==> src/rtl/charlie_scan_ctrl.sv <==
// -----------------------------------------------------------------------------
// charlie_scan_ctrl
//
// Scan scheduler for the charlieplex LED driver. It sits between the SPI
// register file and the `charlie` block, and it is the source of
// charlie_index. It walks LED indices 0..NUM_LEDS-1. Each LED gets a slot made
// of a blanking period, a dwell period and a single advance cycle. During the
// dwell period a duty-cycle gate sets the brightness. LEDs that are dark can
// be skipped. The frame is double-buffered: the SPI side presents a shadow
// frame on fb_in and pulses swap_req. The shadow frame is adopted only at a
// frame boundary, which is entry to slot 0, so a displayed frame never tears.
//
// Ports:
//   clk            system clock
//   rst_n          asynchronous active-low reset
//   enable         scan enable; low forces IDLE on the next cycle
//   cfg_dwell      on-slot length minus 1, in clocks
//   cfg_duty       clocks of the on-slot during which the LED is lit
//   cfg_blank      blanking clocks before each slot (0 = no blank)
//   cfg_skip_dark  bypass blank/dwell for LEDs whose frame bit is 0
//   fb_in          shadow frame from the SPI registers
//   swap_req       one-cycle request to adopt fb_in at the next boundary
//   charlie_index  LED index presented to the driver
//   led_on         driver gate; LED charlie_index is lit only when 1
//   active_fb      frame currently being displayed
//   frame_start    one-cycle pulse on the first cycle of slot 0
//   swap_ack       one-cycle pulse when a swap is committed
//   busy           1 whenever the scheduler is not IDLE
//
// Every output comes straight from a register. The next-state logic computes
// the value that each register will hold in the next cycle, and that includes
// led_on. This means led_on always matches the state, index and counter that
// are shown in the same cycle.
// -----------------------------------------------------------------------------
module charlie_scan_ctrl #(
  parameter int NUM_LEDS = 56,
  parameter int IDX_W    = 6,
  parameter int FB_W     = 64
) (
  input  logic             clk,
  input  logic             rst_n,
  input  logic             enable,
  input  logic [7:0]       cfg_dwell,
  input  logic [7:0]       cfg_duty,
  input  logic [3:0]       cfg_blank,
  input  logic             cfg_skip_dark,
  input  logic [FB_W-1:0]  fb_in,
  input  logic             swap_req,
  output logic [IDX_W-1:0] charlie_index,
  output logic             led_on,
  output logic [FB_W-1:0]  active_fb,
  output logic             frame_start,
  output logic             swap_ack,
  output logic             busy
);

  typedef enum logic [1:0] {
    ST_IDLE    = 2'd0,
    ST_BLANK   = 2'd1,
    ST_DWELL   = 2'd2,
    ST_ADVANCE = 2'd3
  } state_t;

  localparam logic [IDX_W-1:0] LAST_IDX = IDX_W'(NUM_LEDS - 1);
  localparam logic [IDX_W-1:0] IDX_ONE  = IDX_W'(1);
  localparam logic [IDX_W-1:0] IDX_ZERO = IDX_W'(0);

  // The index that follows idx. The highest LED wraps back to 0, so indices at
  // or above NUM_LEDS are never produced.
  function automatic logic [IDX_W-1:0] next_index(input logic [IDX_W-1:0] idx);
    logic [IDX_W-1:0] nxt;
    if (idx == LAST_IDX) begin
      nxt = IDX_ZERO;
    end else begin
      nxt = idx + IDX_ONE;
    end
    return nxt;
  endfunction

  // Registered state
  state_t           state_r;
  logic [IDX_W-1:0] index_r;
  logic [3:0]       blank_cnt_r;
  logic [7:0]       dwell_cnt_r;
  logic [7:0]       slot_dwell_r;
  logic [7:0]       slot_duty_r;
  logic [3:0]       slot_blank_r;
  logic [FB_W-1:0]  active_fb_r;
  logic             swap_pending_r;
  logic             led_on_r;
  logic             frame_start_r;
  logic             swap_ack_r;
  logic             busy_r;

  // Next-state values
  state_t           state_s;
  logic [IDX_W-1:0] index_s;
  logic [3:0]       blank_cnt_s;
  logic [7:0]       dwell_cnt_s;
  logic [7:0]       slot_dwell_s;
  logic [7:0]       slot_duty_s;
  logic [3:0]       slot_blank_s;
  logic [FB_W-1:0]  active_fb_s;
  logic             swap_pending_s;
  logic             led_on_s;
  logic             frame_start_s;
  logic             swap_ack_s;
  logic             busy_s;
  logic             slot_entry_s;
  logic             boundary_s;

  // Next-state logic: sequencing, frame swap and slot entry, then the gate
  always_comb begin
    state_s        = state_r;
    index_s        = index_r;
    blank_cnt_s    = blank_cnt_r;
    dwell_cnt_s    = dwell_cnt_r;
    slot_dwell_s   = slot_dwell_r;
    slot_duty_s    = slot_duty_r;
    slot_blank_s   = slot_blank_r;
    active_fb_s    = active_fb_r;
    swap_pending_s = swap_pending_r;
    frame_start_s  = 1'b0;
    swap_ack_s     = 1'b0;
    slot_entry_s   = 1'b0;
    boundary_s     = 1'b0;
    led_on_s       = 1'b0;
    busy_s         = 1'b0;

    // Sequencing. Dropping enable returns to IDLE at once, even in mid-slot.
    if (!enable) begin
      state_s     = ST_IDLE;
      index_s     = IDX_ZERO;
      blank_cnt_s = 4'd0;
      dwell_cnt_s = 8'd0;
    end else begin
      case (state_r)
        ST_IDLE: begin
          // Starting a scan always enters slot 0, so this is a frame boundary.
          index_s      = IDX_ZERO;
          slot_entry_s = 1'b1;
          boundary_s   = 1'b1;
        end
        ST_BLANK: begin
          // BLANK is entered only when slot_blank_r is nonzero, so subtracting
          // 1 here cannot underflow.
          if (blank_cnt_r == (slot_blank_r - 4'd1)) begin
            state_s     = ST_DWELL;
            blank_cnt_s = 4'd0;
            dwell_cnt_s = 8'd0;
          end else begin
            blank_cnt_s = blank_cnt_r + 4'd1;
          end
        end
        ST_DWELL: begin
          if (dwell_cnt_r == slot_dwell_r) begin
            state_s     = ST_ADVANCE;
            dwell_cnt_s = 8'd0;
          end else begin
            dwell_cnt_s = dwell_cnt_r + 8'd1;
          end
        end
        ST_ADVANCE: begin
          index_s      = next_index(index_r);
          slot_entry_s = 1'b1;
          boundary_s   = (index_r == LAST_IDX);
        end
        default: begin
          state_s     = ST_IDLE;
          index_s     = IDX_ZERO;
          blank_cnt_s = 4'd0;
          dwell_cnt_s = 8'd0;
        end
      endcase
    end

    // Frame swap. A request that arrives in the same cycle as a boundary is
    // committed at once. A request at any other time is remembered, and
    // repeated requests merge into a single pending commit. active_fb changes
    // only at a boundary, so it is never updated while IDLE.
    if (boundary_s) begin
      frame_start_s = 1'b1;
      if (swap_pending_r || swap_req) begin
        active_fb_s    = fb_in;
        swap_ack_s     = 1'b1;
        swap_pending_s = 1'b0;
      end else begin
        swap_pending_s = swap_pending_r;
      end
    end else if (swap_req) begin
      swap_pending_s = 1'b1;
    end else begin
      swap_pending_s = swap_pending_r;
    end

    // Slot entry. The configuration is captured here so that a change made in
    // mid-slot takes effect only at the next slot. The skip decision reads the
    // frame as it will be displayed; at a boundary this may be a frame that has
    // just been swapped in.
    if (slot_entry_s) begin
      slot_dwell_s = cfg_dwell;
      slot_duty_s  = cfg_duty;
      slot_blank_s = cfg_blank;
      blank_cnt_s  = 4'd0;
      dwell_cnt_s  = 8'd0;
      if (cfg_skip_dark && !active_fb_s[index_s]) begin
        state_s = ST_ADVANCE;
      end else if (cfg_blank == 4'd0) begin
        state_s = ST_DWELL;
      end else begin
        state_s = ST_BLANK;
      end
    end else begin
      slot_dwell_s = slot_dwell_r;
      slot_duty_s  = slot_duty_r;
      slot_blank_s = slot_blank_r;
    end

    // The LED is lit only in DWELL, only when its frame bit is set, and only
    // for the first slot_duty clocks. A duty larger than the dwell therefore
    // keeps the LED lit for the whole slot.
    if (state_s == ST_DWELL) begin
      led_on_s = active_fb_s[index_s] && (dwell_cnt_s < slot_duty_s);
    end else begin
      led_on_s = 1'b0;
    end

    busy_s = (state_s != ST_IDLE);
  end

  // State and output registers, cleared asynchronously by rst_n
  always_ff @(posedge clk or negedge rst_n) begin
    if (!rst_n) begin
      state_r        <= ST_IDLE;
      index_r        <= IDX_ZERO;
      blank_cnt_r    <= 4'd0;
      dwell_cnt_r    <= 8'd0;
      slot_dwell_r   <= 8'd0;
      slot_duty_r    <= 8'd0;
      slot_blank_r   <= 4'd0;
      active_fb_r    <= {FB_W{1'b0}};
      swap_pending_r <= 1'b0;
      led_on_r       <= 1'b0;
      frame_start_r  <= 1'b0;
      swap_ack_r     <= 1'b0;
      busy_r         <= 1'b0;
    end else begin
      state_r        <= state_s;
      index_r        <= index_s;
      blank_cnt_r    <= blank_cnt_s;
      dwell_cnt_r    <= dwell_cnt_s;
      slot_dwell_r   <= slot_dwell_s;
      slot_duty_r    <= slot_duty_s;
      slot_blank_r   <= slot_blank_s;
      active_fb_r    <= active_fb_s;
      swap_pending_r <= swap_pending_s;
      led_on_r       <= led_on_s;
      frame_start_r  <= frame_start_s;
      swap_ack_r     <= swap_ack_s;
      busy_r         <= busy_s;
    end
  end

  assign charlie_index = index_r;
  assign led_on        = led_on_r;
  assign active_fb     = active_fb_r;
  assign frame_start   = frame_start_r;
  assign swap_ack      = swap_ack_r;
  assign busy          = busy_r;

endmodule

==> config.mk <==
export PLATFORM = sky130hd
export DESIGN_NAME = charlie_scan_ctrl
export DESIGN_NICKNAME = d
export VERILOG_FILES = /design/src/rtl/charlie_scan_ctrl.sv
export SDC_FILE = /design/constraint.sdc
export NUM_CORES = 1
export LEC_CHECK = 0
export BUFFER_PORTS_ARGS = -buffer_cell sky130_fd_sc_hd__buf_2
export CORE_ASPECT_RATIO = 1.25
export CORE_MARGIN = 4
export CORE_UTILIZATION = 50
export CTS_CLUSTER_SIZE = 14
export DETAILED_ROUTE_END_ITERATION = 6
export PLACE_DENSITY = 0.82
export SYNTH_ARGS = -nofsm -noshare
export SYNTH_HDL_FRONTEND = slang
export SYNTH_SLANG_ARGS = --single-unit
export TNS_END_PERCENT = 20
==> constraint.sdc <==
create_clock -name clk -period 6 [get_ports clk]
set_input_delay 0.6 -clock clk [delete_from_list [all_inputs] [get_ports clk]]
set_output_delay 0.6 -clock clk [all_outputs]
set_load 0.03 [all_outputs]
==> key figures, run 1 <==
Outcome
  – Status: finished clean

Clock network
  – Post_cts resized: 0
  – Post-CTS Setup Bufs: 0
  – CTS tree: yes
  – Clk slew on worst S/H paths: 0.07 ns
  – Worst-skew pair later-pin latency: 0.35 ns
  – CTS buffer count: 9
  – Clk buf depth: 2
  – Sink Count: 109
  – # hold bufs at CTS: 0
  – H-tree levels: 3
  – Root Buffer: clkbuf_16

Timing
  – Slew headroom: 0.171
  – Final period utilization: 0.734
  – Clock skew: 0.00649 ns
  – Worst-margin pin slew: 1.24 ns
  – Fin. max-slew vios: 0
  – Min cycle time layout: 4.41 ns
  – Fmax achieved: 0.227 GHz
  – Final hold violations: 0
  – Final setup viols: 0
  – Setup TNS Final: 0 ns
  – Fin worst setup slack: 1.59 ns
  – RSZ-0062 raised after global routing: false

Route
  – DR WL met2: 8490 um
  – # DRC: 0
  – Routed WL: 16300 um
  – Metal-1 WL: 6320 um
  – Met3 WL: 951 um
  – DRT iter0 DRCs: 320
  – WL/cell: 18.3 um
  – Vias per cell: 5.81
  – Drt pass-1 iters: 5
  – Total number of vias: 5175
  – Top layer in use: met4
  – Post-route ant nets: 0

Setup path
  – Buf/Inv on CP: 2
  – WS Path Type: reg2reg
  – Nature of the critical path endpoint: flop
  – Worst Path Max Fanout: 40
  – Crit path required time: 6.26 ns
  – Delay-heaviest family, CP: compound AO/OA/AOI/OAI gates
  – CP max-delay cell: mux4_2
  – R2R cell count: 12
  – Worst EP arrival: 4.67 ns
  – Critical path startpoint category: flop
  – Levels on crit path: 12
  – Critical Path Max Stage Delay: 0.56 ns
  – Worst-path cell chain: inv_1 -> ha_1 -> nand2b_1 -> o32a_4 -> clkinv_4 -> nand2_4 -> mux4_2 -> nor3b_1 -> a211o_1 -> a221oi_2 -> o2111ai_1 -> o211ai_1

Synth
  – Synth warn: 0
  – Syn_area_per_cell: 9.49 um^2
  – Number of synthesized flops with an enable pin: 0
  – Register area share after synthesis: 0.477
  – Post-synthesis mux area share: 0.0826
  – Xor and xnor area share after synthesis: 0.0214
  – Cell variety after synth: 54
  – Async SR Flop Fraction: 1.00
  – Post-synthesis instance area: 5720 um^2
  – Yosys reg bits: 109
  – Synth area leader: dfrtp_1
  – Syn_nets: 707
  – Synth Instances: 603
  – Synth Area in Simple Gates: 0.184
  – Area contributors post-synth: dfrtp_1 48%, nand2_1 9.3%, o32ai_1 4.6%, inv_1 3.3%, ha_1 3.3%
  – Top FF cell, synth: dfrtp_1
  – Synth Area in Compound Gates: 0.142
  – Adder-cell share of the synthesized area: 0.0328
  – Largest family of logic cells by synthesized area: simple AND/OR/NAND/NOR gates
  – Synth top area share: 0.477

Power
  – Int Power: 2.03 mW
  – Seq pwr share: 0.324
  – Sw Ratio: 0.467
  – LEAKAGE: 3.61 nW
  – P_sw: 1.78 mW
  – Clock group share of total power: 0.149
  – VDD IR-drop max: 0.000316 V
  – Pwr per Cell Area: 553 nW/um^2
  – Combinational power share: 0.527

Final layout
  – Share of cells above drive strength 1: 0.278
  – Finished Layout Cells: 891
  – Final nets: 855
  – Most frequent cells in the layout: 161 x buf_2, 142 x nand2_1, 109 x dfrtp_1, 51 x inv_1, 30 x o32ai_1
  – ANT cells: 0
  – # fillers: 929
  – Area Overhead vs Synth: 20.6%
  – Commonest non-fill, non-tap cell in the layout: buf_2
  – Fin util: 0.620

Floorplan
  – Io pins: 163
  – Core box area: 11100 um^2
  – Die area: 13200 um^2
  – Die width: 104 um
  – Die Height: 128 um
  – Initial Utilization: 0.514
  – Rows: 43

Job
  – Max-Cap Viols: 0

Placement
  – Routability cong.: 0.907
  – Worst slack, placed: 1.71 ns
  – Post-detail-place hpwl: 12200 um
  – DP Cell Count: 875
  – PortBufs: 162

Global route
  – Global route overflow: 0
  – Largest net degree at the start of global routing: 67
  – Antenna violations before repair: 0
  – First-pass GRT wire length: 25800 um
  – Total GRT Usage: 0.244
  – Vias in the first global route: 5168

Min path
  – Worst hold-check path type: in2async
==> metal layers <==
layer | vias to the layer above | global-route usage
li1 | 2400 | -
met1 | 2513 | 0.287
met2 | 215 | 0.434
met3 | 47 | 0.0465
met4 | 0 | 0.110
met5 | - | 0
==> flip-flops by register name, indices dropped and copies added, names as in the netlist <==
name,flops
active_fb,64
dwell_cnt_r,8
slot_duty_r,8
slot_dwell_r,8
charlie_index,6
blank_cnt_r,4
slot_blank_r,4
state_r,2
busy,1
frame_start,1
led_on,1
swap_ack,1
swap_pending_r,1
==> cell usage after synthesis (all sizes together) (6+ instances only) <==
| master | instances |
|---|---|
| nand2 | 143 |
| dfrtp | 109 |
| inv | 51 |
| o32ai | 30 |
| nor2 | 25 |
| o21ai | 25 |
| a21oi | 18 |
| clkbuf | 18 |
| mux2i | 18 |
| ha | 15 |
| buf | 14 |
| xnor2 | 14 |
| nand3 | 11 |
| and3 | 10 |
| mux2 | 10 |
| nor3b | 10 |
| mux4 | 8 |
| nor3 | 7 |
| nand4 | 6 |
==> cell type report <==
type,instances,area [um^2],share of cell area
Sequential cell,109,2730,0.395
Multi-Input combinational cell,409,2660,0.385
Timing Repair Buffer,169,866,0.125
Clock buffer,12,256,0.0371
Inverter,53,204,0.0295
Tap cell,135,169,0.0245
Clock inverter,4,22.5,0.00326
==> stage by stage <==
| step | total power [mW] | hold WS (ns) | cell area [um^2] |
|---|---|---|---|
| 2_1_floorplan | 2.67 | 0.304 | 5720 |
| 3_3_place_gp | 3.18 | 0.459 | 6630 |
| 3_5_place_dp | 3.24 | 0.481 | 6630 |
| 4_1_cts | 3.82 | 0.260 | 6910 |
| 5_1_grt | 4.05 | 0.284 | 6910 |
| 6_report | 3.82 | 0.242 | 6910 |
==> final timing paths <==
path	startpoint	endpoint	slack, ns
min in group clk	cfg_dwell[0]	slot_dwell_r[0]$_DFFE_PN0P_	0.44
min	rst_n	slot_dwell_r[4]$_DFFE_PN0P_	0.24
max in group asynchronous	rst_n	active_fb[44]$_DFF_PN0_	4.51
min reg2reg	slot_duty_r[7]$_DFF_PN0_	slot_duty_r[7]$_DFF_PN0_	0.50
max	state_r[0]$_DFF_PN0_	state_r[0]$_DFF_PN0_	1.59
max reg2reg	state_r[0]$_DFF_PN0_	state_r[0]$_DFF_PN0_	1.59
==> logic make-up after synthesis <==
kind of cell / count (synthesis)
flip-flops: 109
AO/OA/AOI/OAI: 111
AND/OR/NAND/NOR: 233
multiplexers: 36
adder cells (fa/ha/maj): 15
XOR/XNOR: 14
buffers and inverters: 85
==> power groups by stage <==
| stage | Sequential [mW] | Clock [mW] | Combinational (mW) |
|---|---|---|---|
| 3_5_place_dp | 1.24 | 0 | 2.00 |
| 6_report | 1.24 | 0.570 | 2.01 |
| 5_1_grt | 1.27 | 0.604 | 2.18 |
| 2_1_floorplan | 1.64 | 0 | 1.02 |
| 4_1_cts | 1.23 | 0.575 | 2.01 |
| 3_3_place_gp | 1.23 | 0 | 1.95 |
Note: power is estimated with default switching activity, not from simulation.
==> run 2: changes to the inputs <==
- ABC_AREA: unset -> 1
- PLACE_DENSITY: 0.82 -> 0.8
- clock period: 6 -> 4.34 ns (I/O delays scaled with it)
==> key figures, run 2 <==
Outcome
  – Status: finished clean

Placement
  – PortBufs: 162
  – Post-detail-place hpwl: 13800 um
  – DP Cell Count: 1199
  – Worst slack, placed: 0.871 ns
  – Routability cong.: 0.897
  – Post-DP Area: 7400 um^2

Synth
  – Top FF cell, synth: dfrtp_1
  – Cell variety after synth: 39
  – Synth area leader: dfrtp_1
  – Top cells by count, synth: 335 x nand2_1, 204 x nand3_1, 109 x dfrtp_1, 78 x o21ai_0, 31 x inv_1
  – Post-synthesis instance area: 6670 um^2
  – Synth warn: 0
  – Most common cell in the netlist: nand2_1
  – Register area share after synthesis: 0.409
  – Async SR Flop Fraction: 1.00
  – Number of synthesized flops with an enable pin: 0
  – Synth Instances: 916
  – Area contributors post-synth: dfrtp_1 41%, nand2_1 19%, nand3_1 15%, o21ai_0 5.9%, ha_1 2.8%
  – Syn_area_per_cell: 7.28 um^2
  – Synth top area share: 0.409
  – Syn_nets: 1020
  – Yosys reg bits: 109

Route
  – Post-route ant nets: 0
  – Drt pass-1 iters: 6
  – Vias per cell: 5.52
  – Routed WL: 19100 um
  – Total number of vias: 6710
  – # DRC: 0
  – DRT iter0 DRCs: 582
  – WL/cell: 15.7 um

Timing
  – Final period utilization: 0.834
  – Fin worst setup slack: 0.720 ns
  – Final hold violations: 0
  – Clock skew: 0.0117 ns
  – RSZ-0062 raised after global routing: false
  – Worst-margin pin slew: 0.952 ns
  – Setup TNS Final: 0 ns
  – Fin. max-slew vios: 0
  – Min cycle time layout: 3.62 ns
  – Slew headroom: 0.365
  – Final setup viols: 0
  – Fmax achieved: 0.276 GHz

Global route
  – Total GRT Usage: 0.253
  – First-pass GRT wire length: 31700 um
  – Antenna violations before repair: 0
  – Global route overflow: 0
  – Largest net degree at the start of global routing: 67
  – Vias in the first global route: 6471

Final layout
  – Reg area: 2730 um^2
  – Design area: 7680 um^2
  – Share of cells above drive strength 1: 0.200
  – Multi-input gate area: 3450 um^2
  – Final nets: 1146
  – # fillers: 1222
  – Commonest non-fill, non-tap cell in the layout: nand2_1
  – Largest register FFs: 64
  – ANT cells: 0
  – Area Overhead vs Synth: 15.2%
  – Finished Layout Cells: 1215
  – Most frequent cells in the layout: 335 x nand2_1, 204 x nand3_1, 161 x buf_2, 108 x dfrtp_1, 78 x o21ai_0

Setup path
  – Delay-heaviest family, CP: simple AND/OR/NAND/NOR gates
  – CP max-delay cell: buf_4
  – R2R cell count: 20
  – Most frequent CP cell: nand3_1
  – WS Path Type: reg2reg
  – Critical path startpoint category: flop
  – Buf/Inv on CP: 5
  – Worst-path cell chain: inv_1 -> ha_1 -> inv_2 -> nand2_2 -> inv_4 -> nand2_4 -> buf_4 -> nand3_1 -> nand3_1 -> nand3_1 -> nand3_1 -> nand3_1 -> nand3_1 -> nand3_1 -> nand3_1 -> nand2_1 -> nand2_1 -> nand2_1 -> inv_1 -> nand2_1
  – Nature of the critical path endpoint: flop
  – Critical Path Max Stage Delay: 0.55 ns
  – Worst Path Max Fanout: 65
  – Crit path required time: 4.57 ns
  – Levels on crit path: 20
  – Worst EP arrival: 3.85 ns

Floorplan
  – Die width: 111 um
  – Core box area: 12900 um^2
  – Die area: 15300 um^2
  – Initial Utilization: 0.517
  – Io pins: 163
  – Rows: 46
  – Die Height: 137 um

Clock network
  – Sink Count: 109
  – # hold bufs at CTS: 0
  – Post-CTS Setup Bufs: 0
  – Root Buffer: clkbuf_16
  – H-tree levels: 3
  – CTS tree: yes
  – Post_cts resized: 0
  – Clk buf depth: 2
  – CTS buffer count: 9
  – Clk slew on worst S/H paths: 0.07 ns
  – Worst-skew pair later-pin latency: 0.34 ns

Power
  – Combinational power share: 0.518
  – Pwr per Cell Area: 709 nW/um^2
  – Int Power: 2.73 mW
  – Sw Ratio: 0.498
  – Seq pwr share: 0.333
  – LEAKAGE: 4.16 nW
  – VDD IR-drop max: 0.000416 V
  – P_sw: 2.72 mW
  – Clock group share of total power: 0.148

Min path
  – Worst hold-check path type: in2async

Job
  – Max-Cap Viols: 0
==> run 2: worst paths after layout <==
path | end | slack (ns) | start
setup / recovery | busy$_DFF_PN0_ | 0.72 | state_r[0]$_DFF_PN0_
hold / removal | slot_duty_r[5]$_DFF_PN0_ | 0.01 | rst_n
setup reg to reg | busy$_DFF_PN0_ | 0.72 | state_r[0]$_DFF_PN0_
hold reg to reg | slot_duty_r[0]$_DFF_PN0_ | 0.49 | slot_duty_r[0]$_DFF_PN0_
max in group asynchronous | active_fb[58]$_DFF_PN0_ | 3.36 | rst_n
min in group clk | slot_dwell_r[6]$_DFFE_PN0P_ | 0.28 | cfg_dwell[6]
==> run 2: power groups by stage <==
stage	Sequential, mW	Combinational, mW	Clock [mW]
after floorplan	2.25	1.67	0
after global placement	1.82	2.77	0
after detailed placement	1.83	2.82	0
after CTS	1.81	2.84	0.815
after global routing	1.87	3.16	0.850
final	1.82	2.82	0.807
==> run 2: cell families after synthesis <==
| logic type | synth area share |
|---|---|
| xor+xnor | 0.0263 |
| compound gates | 0.0831 |
| buf+inv | 0.0739 |
| flops | 0.409 |
| fa+ha+maj | 0.0281 |
| simple gates | 0.379 |
==> run 2: worst register-to-register path, stage by stage (launching register included) <==
cell and delay [ns]:
dfrtp_1 0.38, inv_1 0.09, ha_1 0.33, inv_2 0.04, nand2_2 0.32, inv_4 0.21, nand2_4 0.13, buf_4 0.56
nand3_1 0.26, nand3_1 0.16, nand3_1 0.13, nand3_1 0.10, nand3_1 0.12, nand3_1 0.13, nand3_1 0.11, nand3_1 0.11
nand2_1 0.06, nand2_1 0.10, nand2_1 0.07, inv_1 0.07, nand2_1 0.05
==> run 2: cell type report <==
cell class | instances | area share
clock buffers | 14 | 0.0318
clock inverters | 2 | 0.00456
inverters | 36 | 0.0179
multi-input cells | 716 | 0.449
flip-flops and latches | 109 | 0.355
well taps | 168 | 0.0274
repair buffers | 170 | 0.114
==> run 2: stage by stage <==
step | utilization | hold WS [ns] | power, mW
2_1_floorplan | - | 0.138 | 3.92
3_3_place_gp | 0.574 | 0.385 | 4.59
3_5_place_dp | 0.574 | 0.389 | 4.65
4_1_cts | 0.596 | 0.0216 | 5.47
5_1_grt | 0.596 | 0.0396 | 5.88
6_report | 0.596 | 0.0119 | 5.45
==> run 2: routing by layer <==
layer | up-vias | GRT usage | part of all wire | wire length [um]
met5 | - | 0 | 0 | 0
met4 | 0 | 0.0967 | 0.028 | 542
met3 | 45 | 0.0456 | 0.079 | 1500
met2 | 299 | 0.448 | 0.51 | 9690
met1 | 3077 | 0.309 | 0.39 | 7370
li1 | 3289 | - | - | -
==> run 3: changes to the inputs <==
- ABC_AREA: 1 -> 0
- PLACE_DENSITY: 0.8 -> 0.82
- clock period: 4.34 -> 3.4 ns (I/O delays scaled with it)
==> key figures, run 3 (same netlist as run 1, synthesis figures left out) <==
Outcome
  – Status: finished clean

Power
  – VDD IR-drop max: 0.000522 V
  – LEAKAGE: 3.79 nW
  – Pwr per Cell Area: 987 nW/um^2
  – Sw Ratio: 0.453
  – Combinational power share: 0.536
  – Int Power: 3.94 mW
  – Clock group share of total power: 0.161
  – Seq pwr share: 0.302
  – P_sw: 3.26 mW
  – Tot Pwr: 7.20 mW

Route
  – Total number of vias: 5313
  – Post-route ant nets: 0
  – DRT iter0 DRCs: 308
  – WL/cell: 18.3 um
  – Vias per cell: 5.78
  – # DRC: 0
  – Routed WL: 16800 um
  – Drt pass-1 iters: 5

Global route
  – Vias in the first global route: 5406
  – First-pass GRT wire length: 26900 um
  – Global route overflow: 0
  – Largest net degree at the start of global routing: 89
  – Antenna violations before repair: 0
  – Total GRT Usage: 0.254

Floorplan
  – Rows: 43
  – Die area: 13200 um^2
  – Io pins: 163
  – Die width: 104 um
  – Core box area: 11100 um^2
  – Initial Utilization: 0.514
  – Die Height: 128 um

Clock network
  – CTS buffer count: 9
  – # hold bufs at CTS: 0
  – Worst-skew pair later-pin latency: 0.35 ns
  – Root Buffer: clkbuf_16
  – Sink Count: 109
  – Clk slew on worst S/H paths: 0.07 ns
  – Clk buf depth: 2
  – H-tree levels: 3
  – CTS tree: yes

Timing
  – Fin. max-slew vios: 0
  – Final hold violations: 0
  – Worst-margin pin slew: 1.13 ns
  – Fin worst setup slack: 0.103 ns
  – Min cycle time layout: 3.30 ns
  – Final setup viols: 0
  – Final period utilization: 0.970
  – Slew headroom: 0.245
  – Clock skew: 0.00614 ns
  – Fmax achieved: 0.303 GHz
  – Hold Slack: 0.172 ns

Final layout
  – Area Overhead vs Synth: 27.5%
  – Final nets: 883
  – Design area: 7300 um^2
  – Share of cells above drive strength 1: 0.320
  – # fillers: 887
  – Fin util: 0.655
  – Most frequent cells in the layout: 161 x buf_2, 142 x nand2_1, 109 x dfrtp_1, 49 x inv_1, 31 x buf_4
  – Reg area: 2730 um^2
  – Multi-input gate area: 2740 um^2
  – Largest register FFs: 64
  – Commonest non-fill, non-tap cell in the layout: buf_2
  – ANT cells: 0

Setup path
  – Critical path startpoint category: flop
  – Critical Path Max Stage Delay: 0.47 ns
  – Worst Path Max Fanout: 14
  – Worst-path cell chain: inv_2 -> ha_2 -> nand3b_1 -> o32a_4 -> inv_8 -> nand2_8 -> mux4_2 -> nor3b_1 -> a211o_1 -> a221oi_4 -> o2111ai_2 -> o211ai_1
  – WS Path Type: reg2reg
  – Nature of the critical path endpoint: flop
  – Worst EP arrival: 3.57 ns
  – Crit path required time: 3.67 ns
  – CP max-delay cell: mux4_2

Placement
  – Post-DP Area: 6830 um^2
  – Routability cong.: 0.904
  – Post-detail-place hpwl: 12500 um
  – Worst slack, placed: -0.0109 ns
  – PortBufs: 162

Job
  – Max-Cap Viols: 0

Min path
  – Worst hold-check path type: in2reg
[run 3: area by class of cell]
class / instances / area share
clock inverters: 4 / 0.00960
flip-flops and latches: 109 / 0.374
well taps: 135 / 0.0231
clock buffers: 12 / 0.0352
multi-input cells: 409 / 0.376
repair buffers: 197 / 0.154
inverters: 53 / 0.0283
[run 3: critical path, delay by kind of cell (launching register included)]
family,cells,cell delay [ns]
AOI/OAI and AO/OA,5,1.33
and+or+nand+nor,3,0.49
muxes,1,0.47
DFF,1,0.41
adders and majority gates,1,0.31
buffers and inverters,2,0.19
[run 3: repair_timing]
action                                  4_1_cts  5_1_grt
endpoints found under the setup margin        3        3
hold endpoints to repair                      0        0
gates cloned                                  0        0
resized for setup                             4       23
pin swaps                                     1        4
setup buffers                                 0        4
[run 3: routing by layer]
metal,vias up,part of all wire,track usage
met4,0,0.036,0.118
met3,50,0.056,0.0435
li1,2462,-,-
met2,213,0.52,0.446
met5,-,0,0
met1,2588,0.39,0.306
[run 3: path summary, 6_finish.rpt]
check / startpoint / end / slack, ns / cells after the start
worst max-delay path: state_r[0]$_DFF_PN0_ / state_r[0]$_DFF_PN0_ / 0.10 / 12
worst min-delay path: cfg_dwell[1] / slot_dwell_r[1]$_DFFE_PN0P_ / 0.17 / 3
worst max register to register: state_r[0]$_DFF_PN0_ / state_r[0]$_DFF_PN0_ / 0.10 / 12
worst min register to register: slot_duty_r[0]$_DFF_PN0_ / slot_duty_r[0]$_DFF_PN0_ / 0.48 / 2
max in group asynchronous: rst_n / active_fb[41]$_DFF_PN0_ / 2.25 / 2
min in group asynchronous: rst_n / slot_dwell_r[7]$_DFFE_PN0P_ / 0.19 / 1
[run 3: per-stage QoR]
step	instances	TNS [ns]
5_1_grt	919	-0.0175
3_3_place_gp	899	0
6_report	919	0
2_1_floorplan	603	0
4_1_cts	915	0
3_5_place_dp	899	-0.0200
[run 3: power groups by stage]
stage | combinational, mW | clock [mW] | sequential (mW)
after floorplan | 1.80 | 0 | 2.90
after global placement | 3.59 | 0 | 2.17
after detailed placement | 3.69 | 0 | 2.19
after CTS | 3.73 | 1.17 | 2.18
after global routing | 4.18 | 1.22 | 2.22
final | 3.86 | 1.16 | 2.18
